<file path="src/rtl/sort_pkg.sv">
// sort_pkg: shared types and default geometry for the sort engine client.
// Holds the initiator state enum and the word-width/depth defaults.
package sort_pkg;

  localparam int SORT_DATA_W = 8;
  localparam int SORT_DEPTH  = 16;

  typedef enum logic [2:0] {
    IDLE,
    LOAD,
    START,
    WAIT,
    RADDR,
    RDATA,
    OUT
  } sort_init_state_t;

endpackage

</file>
<file path="src/rtl/sort_order_checker.sv">
// sort_order_checker: sticky non-decreasing order check on read-back words.
// Ports: clk, rst, clr (restart job), cap (word valid), data, err (sticky).
module sort_order_checker #(
  parameter int DATA_W = 8
) (
  input  logic              clk,
  input  logic              rst,
  input  logic              clr,
  input  logic              cap,
  input  logic [DATA_W-1:0] data,
  output logic              err
);

  logic [DATA_W-1:0] prev;
  logic              first;

  always_ff @(posedge clk) begin
    if (rst || clr) begin
      prev  <= '0;
      first <= 1'b1;
      err   <= 1'b0;
    end else if (cap) begin
      // first word of a job has nothing to compare against
      if (!first && (data < prev))
        err <= 1'b1;
      prev  <= data;
      first <= 1'b0;
    end
  end

endmodule

</file>
<file path="src/rtl/sort_initiator.sv">
// sort_initiator: loads DEPTH words into the sorter memory, starts the sort,
// waits for done, then streams the sorted memory out in address order.
// Ports: clk/rst, in_* (input stream), mem_* (sorter memory port),
// start_sort/done (sorter handshake), out_* (output stream), busy, order_err.
// Build option: define SORT_CHECK_EN to compile in the order checker;
// without it order_err is tied low.
module sort_initiator
  import sort_pkg::*;
#(
  parameter int DATA_W = SORT_DATA_W,
  parameter int DEPTH  = SORT_DEPTH,
  parameter int ADDR_W = $clog2(DEPTH)
) (
  input  logic              clk,
  input  logic              rst,
  input  logic              in_valid,
  output logic              in_ready,
  input  logic [DATA_W-1:0] in_data,
  output logic              mem_we,
  output logic [ADDR_W-1:0] mem_addr,
  output logic [DATA_W-1:0] mem_wdata,
  input  logic [DATA_W-1:0] mem_rdata,
  output logic              start_sort,
  input  logic              done,
  output logic              out_valid,
  input  logic              out_ready,
  output logic [DATA_W-1:0] out_data,
  output logic              out_last,
  output logic              busy,
  output logic              order_err
);

  localparam logic [ADDR_W-1:0] LAST = ADDR_W'(DEPTH - 1);

  sort_init_state_t  state;
  logic [ADDR_W-1:0] wr_cnt;
  logic [ADDR_W-1:0] rd_cnt;
  logic              loading;
  logic              reading;
  logic              accept;

  assign loading   = (state == IDLE) || (state == LOAD);
  assign reading   = (state == RADDR) || (state == RDATA);
  assign in_ready  = loading && !rst;
  assign accept    = in_valid && in_ready;
  assign mem_we    = accept;
  assign mem_wdata = accept ? in_data : '0;
  // read address is held through RDATA so the data returned matches rd_cnt
  assign mem_addr  = rst ? '0 : (reading ? rd_cnt : wr_cnt);
  assign busy      = (state != IDLE);

  always_ff @(posedge clk) begin
    if (rst) begin
      state      <= IDLE;
      wr_cnt     <= '0;
      rd_cnt     <= '0;
      start_sort <= 1'b0;
      out_valid  <= 1'b0;
      out_data   <= '0;
      out_last   <= 1'b0;
    end else begin
      start_sort <= 1'b0;
      unique case (state)
        IDLE, LOAD: begin
          if (accept) begin
            // wraps to 0 after the last word, ready for the next job
            wr_cnt <= wr_cnt + 1'b1;
            if (wr_cnt == LAST) begin
              state      <= START;
              start_sort <= 1'b1;
            end else begin
              state <= LOAD;
            end
          end
        end
        START: state <= WAIT;
        WAIT: begin
          if (done) begin
            rd_cnt <= '0;
            state  <= RADDR;
          end
        end
        RADDR: state <= RDATA;
        RDATA: begin
          out_data  <= mem_rdata;
          out_valid <= 1'b1;
          out_last  <= (rd_cnt == LAST);
          state     <= OUT;
        end
        OUT: begin
          if (out_ready) begin
            out_valid <= 1'b0;
            out_last  <= 1'b0;
            if (rd_cnt == LAST) begin
              rd_cnt <= '0;
              state  <= IDLE;
            end else begin
              rd_cnt <= rd_cnt + 1'b1;
              state  <= RADDR;
            end
          end
        end
        default: state <= IDLE;
      endcase
    end
  end

`ifdef SORT_CHECK_EN
  logic chk_clr;
  logic chk_cap;

  assign chk_clr = (state == WAIT) && done;
  assign chk_cap = (state == RDATA);

  sort_order_checker #(
    .DATA_W(DATA_W)
  ) u_check (
    .clk (clk),
    .rst (rst),
    .clr (chk_clr),
    .cap (chk_cap),
    .data(mem_rdata),
    .err (order_err)
  );
`else
  assign order_err = 1'b0;
`endif

endmodule

</file>
<file path="config.mk">
export PLATFORM = sky130hd
export DESIGN_NAME = sort_initiator
export DESIGN_NICKNAME = d
export VERILOG_FILES = /design/src/rtl/sort_pkg.sv /design/src/rtl/sort_order_checker.sv /design/src/rtl/sort_initiator.sv
export SDC_FILE = /design/constraint.sdc
export NUM_CORES = 1
export LEC_CHECK = 0
export ABC_CLOCK_PERIOD_IN_PS = 6600
export CAP_MARGIN = 20
export CORE_MARGIN = 1
export CORE_UTILIZATION = 40
export CTS_BUF_LIST = sky130_fd_sc_hd__clkbuf_16
export DETAILED_ROUTE_END_ITERATION = 10
export PLACE_DENSITY_LB_ADDON = 0.08
export SYNTH_ARGS = -nofsm -noshare
export SYNTH_HDL_FRONTEND = slang
export SYNTH_SLANG_ARGS = --single-unit
</file>
<file path="constraint.sdc">
create_clock -name clk -period 6.6 [get_ports clk]
set_input_delay 1.98 -clock clk [delete_from_list [all_inputs] [get_ports clk]]
set_output_delay 1.98 -clock clk [all_outputs]
set_load 0.05 [all_outputs]
</file>
; ---- After elaboration in Yosys (flattened, before gate mapping)
; Index checks and enable logic that the tools add are counted.
[word_totals]
mem_count = 0
romBits = 0
ramBits = 0
register_bits = 22
inputBits = 21
word_cells = 54
latchBits = 0
[classes]
n_shift = 0
magnitude_cmp = 0
n_reduce_logical = 15
n_bitwise = 2
eq_ne = 11
n_mux = 17
div = 0
n_addsub = 2
mul = 0
[op_table]
columns = op, count
row1 = 2-to-1 mux 4 bit, 5
row2 = case mux 3 bit (6 select lines), 1
row3 = 2-to-1 mux 3 bit, 4
row4 = "equality test 3 bit, second input constant", 3
row5 = "adder 4 x 1 -> 4 bit, second input constant", 2
row6 = "equality test 4 bit, second input constant", 2
row7 = 2-to-1 mux 8 bit, 1
row8 = case mux 4 bit (2 select lines), 1
row9 = "equality test 3 x 2 -> 1 bit, second input constant", 2
row10 = "!= test 2 bit, second input constant", 3
row11 = AND reduction 3 bit, 2
row12 = case mux 1 bit (2 select lines), 2
row13 = AND reduction 2 bit, 2
row14 = nonzero test 2 bit, 2
row15 = "equality test 3 x 1 -> 1 bit, second input constant", 1
row16 = zero test 3 bit, 1
row17 = nonzero test 3 bit, 1
row18 = OR reduction 3 bit, 1
row19 = logical AND 1 bit, 2
row20 = logical OR 1 bit, 2
row21 = 2-to-1 mux 1 bit, 2
row22 = 2-to-1 mux 2 bit, 1
row23 = NOT 1 bit, 2
row24 = OR reduction 2 bit, 1
row25 = zero test 1 bit, 1

; ---- Logic depth before layout (Yosys ltp)
[logic_depth]
ltp_word = 6
ltp_mapped = 6
mapped_depth_nobuf = 4

; ---- Least setup slack after synthesis
; No wires, ideal clock.
[synth_path]
path_kind = input-to-output
start = input rst
end = output mem_wdata[0]
path_stages = 5
slack_ps = 1112
arrival_time_ps = 3508
path_cell_list = buf_2 or4b_4 inv_1 buf_2 and2_1
[synth_between]
elab_chain_len = 4
[synth_rtl]
columns = item, line
row1 = from (decl), sort_initiator.sv:15  ; input logic rst,
row2 = zero test 1 bit, sort_initiator.sv:44  ; assign in_ready = loading && !rst;
row3 = logical AND 1 bit, sort_initiator.sv:44
row4 = logical AND 1 bit, sort_initiator.sv:45  ; assign accept = in_valid && in_ready;
row5 = via mem_we, sort_initiator.sv:19  ; output logic mem_we,
row6 = 2-to-1 mux 8 bit, sort_initiator.sv:47  ; assign mem_wdata = accept ? in_data : '0;
row7 = to (decl), sort_initiator.sv:21  ; output logic [DATA_W-1:0] mem_wdata,
; The timed path passes the listed nets, and every way through them passes these cells.

; ---- Worst setup path in the final report
[layout_path]
start = input in_valid
end = output mem_wdata[3]
[layout_between]
elab_chain_len = 2
[layout_rtl]
columns = item, line
row1 = from (decl), sort_initiator.sv:16  ; input logic in_valid,
row2 = logical AND 1 bit, sort_initiator.sv:45
row3 = 2-to-1 mux 8 bit, sort_initiator.sv:47
; Every way passes these cells.

==> impl_metrics.env <==
export IMPL_yosys_area_top_type="dfxtp_1"
export IMPL_tns_ns=0
export IMPL_synth_cells=129
export IMPL_synth_top_area_frac=0.389
export IMPL_cts_setup_buffers=0
export IMPL_cp_end_kind="output pin"
export IMPL_leakagePower_nw=0.761
export IMPL_switching_power_uw=75.2
export IMPL_cts_tree="built"
export IMPL_grt_overflow_total=0
export IMPL_syn_to_final_growth_pct=56.9
export IMPL_yosysWarnings=0
export IMPL_worst_path_max_delay_cell="clkdlybuf4s50_1"
export IMPL_n_fill_cell=218
export IMPL_design_core_area_um2=2570
export IMPL_drt_wirelength_per_cell_um=13.2
export IMPL_grt_use_total=0.172
export IMPL_final_layout_size_suffix_gt1_frac=0.101
export IMPL_synth_area_top_cells="dfxtp_1, mux2i_1, nor2_1"
export IMPL_swShare=0.211
export IMPL_relSlewSlack=0.603
export IMPL_cts_root_buf="clkbuf_16"
export IMPL_clk_pin_slew_ns=0.06
export IMPL_fin_skew_ns=0.00216
export IMPL_grt_use_met3=0.0749
export IMPL_ctsLongestPathBuffers=2
export IMPL_seq_area_frac_synth=0.389
export IMPL_syn_area_um2=1130
export IMPL_clock_fmax_mhz=178
export IMPL_finalWirelength_um=2620
export IMPL_multi_input_area_um2=624
export IMPL_grt_pass1_wl_um=4240
export IMPL_hold_buffers=0
export IMPL_met2_usage=0.282
export IMPL_antenna_found_initial=0
export IMPL_p_clk_frac=0.468
export IMPL_tightest_slew_ns=0.594
export IMPL_cts_repair_resized=0
export IMPL_hold_class="reg2reg"
export IMPL_cts_sinks=22
export IMPL_drc=0
export IMPL_die_h_um=55.2
export IMPL_antenna_cells=0
export IMPL_clk_latency_ns=0.25
export IMPL_busiest_layer="met2"
export IMPL_hold_violations=0
export IMPL_dpl_cell_area_um2=1670
export IMPL_critPathMaxFanout=12
export IMPL_grt_pass1_vias=966
export IMPL_dp_hpwl_um=2050
export IMPL_setup_viol=0
export IMPL_cp_cell_sequence="clkdlybuf4s50_1 > or4b_4 > inv_1 > and2_1 > buf_12"
export IMPL_path_class="in2out"
export IMPL_drv_cap=0
export IMPL_htreeDepth=1
export IMPL_timing_final_crit_share=0.853
export IMPL_via_per_inst=5.36
export IMPL_drt_iter0_markers=22
export IMPL_cp_data_required_time_ns=4.62
export IMPL_outcome="complete, no violations"
export IMPL_final_cell_area_um2=1780
export IMPL_die_area_um2=3050
export IMPL_fin_nets=193
export IMPL_fp_dieW_um=55.2
export IMPL_grt_max_degree=27
export IMPL_power_frac_seq=0.385
export IMPL_critical_path_max_stage_delay_ns=0.50
export IMPL_num_rows=18
export IMPL_drt_pass1_iter_count=4
export IMPL_via_count=1067
export IMPL_mappedNetlistNets=152
export IMPL_crit_family="buffers and inverters"
export IMPL_critPathLaunchType="input port"
export IMPL_slew_violations=0
export IMPL_gp_congestion=0.804
export IMPL_met1_usage=0.214
export IMPL_seq_area_um2=440
export IMPL_critPathBufInv=3
export IMPL_arrival_ns=3.65
export IMPL_period_minus_slack_ns=5.63
export IMPL_synth_distinct_cells=37
export IMPL_syn_avg_cell_area_um2=8.78
export IMPL_ir_drop_mv=0.152
export IMPL_synth_seq_cells=22
export IMPL_grt_setup_unrepaired="no"
export IMPL_io_pins=48
export IMPL_combPwrFrac=0.147
export IMPL_initial_core_util=0.441
export IMPL_portBuffers=46
export IMPL_p_int_uw=281
export IMPL_p_per_area_nw_per_um2=201
export IMPL_ant_nets=0
export IMPL_cts_buffers_inserted=3
-- through the flow --
step	utilization	hold slack [ns]	setup WS [ns]	power, mW	std cells
after floorplan	-	0.466	1.11	0.166	129
after global placement	0.651	0.444	0.991	0.192	195
after detailed placement	0.651	0.448	0.960	0.193	195
after CTS	0.692	0.455	0.957	0.359	199
after global routing	0.692	0.488	0.877	0.366	199
final	0.692	0.454	0.973	0.356	199
-- cell families (layout without fill, tap and decap cells) --
logic type	count (synthesis)	after routing	synth area share
AOI/OAI and AO/OA	20	20	0.116
xor gates and xnor gates	1	1	0.00774
adders and majority gates	2	2	0.0221
buffers and inverters	14	54	0.0597
DFF	22	22	0.389
muxes	13	13	0.116
other	1	1	0.00331
and+or+nand+nor	56	56	0.286
-- cell type report --
type | count | area share
Sequential cell | 22 | 0.248
Tap cell | 30 | 0.0211
Timing Repair Buffer | 47 | 0.314
Clock buffer | 3 | 0.0423
Clock inverter | 1 | 0.0169
Inverter | 3 | 0.00634
Multi-Input combinational cell | 93 | 0.351
-- layer usage --
layer	vias to the layer above	wire length (um)	part of all wire
met5	-	0	0
met4	0	11	0.0042
met3	2	222	0.085
met2	43	1220	0.47
met1	486	1160	0.44
li1	536	-	-
-- power by group through the flow --
stage / clock [mW] / combinational (mW) / sequential, mW
CTS: 0.169 / 0.0530 / 0.137
detailed placement: 0 / 0.0528 / 0.140
finish: 0.167 / 0.0525 / 0.137
global route: 0.173 / 0.0557 / 0.138
global placement: 0 / 0.0523 / 0.140
floorplan: 0 / 0.0270 / 0.139
-- path summary, 6_finish.rpt --
kind	from	to	slack, ns	cells past startpoint
hold / removal	out_valid	out_valid	0.45	2
setup reg to reg	state[2]	wr_cnt[0]	4.91	4
hold reg to reg	out_valid	out_valid	0.45	2
setup / recovery	in_valid	mem_wdata[3]	0.97	5
-- synth_stat cells --
cell,n
inv_1,3
and3_1,1
nand2_1,3
buf_4,1
or3_1,3
nor4_1,1
ha_1,2
mux2i_1,12
mux2_2,1
o21a_1,1
and2_1,8
a31o_2,1
a21o_1,1
xnor2_1,1
nand3b_1,2
conb_1,1
a211oi_1,1
nor2_1,15
nor4b_1,2
a311oi_1,1
buf_2,3
a21oi_1,5
nor3_1,5
nand3_1,5
nand4b_1,1
nand2b_1,2
and4b_1,2
a31oi_1,1
o21ai_0,6
and3b_1,2
or4b_4,1
a32o_1,3
nor2b_1,2
clkbuf_1,6
dfxtp_1,22
buf_6,1
nor3b_1,1
-- placed cells by master (no fill, tap or decap), types with 2 or more instances in the layout --
cell	n
a21oi_1	5
a32o_1	3
and2_1	8
and3b_1	2
and4b_1	2
buf_12	9
clkbuf_16	3
clkdlybuf4s50_1	37
dfxtp_1	22
ha_1	2
inv_1	3
mux2i_1	12
nand2_1	3
nand2b_1	2
nand3_1	5
nand3b_1	2
nor2_1	15
nor2b_1	2
nor3_1	5
nor4b_1	2
o21ai_0	6
or3_1	3
-- registers in the layout (all words and copies together) (netlist names) --
register    cells
wr_cnt          4
state           3
out_data        8
rd_cnt          4
start_sort      1
out_last        1
out_valid       1
-- worst min-delay path, delay by kind of cell, from the launching register on --
family,cells,cell delay (ns)
DFF,1,0.31
and+or+nand+nor,1,0.05
AOI/OAI and AO/OA,1,0.05
(Power assumes the default switching activity.)
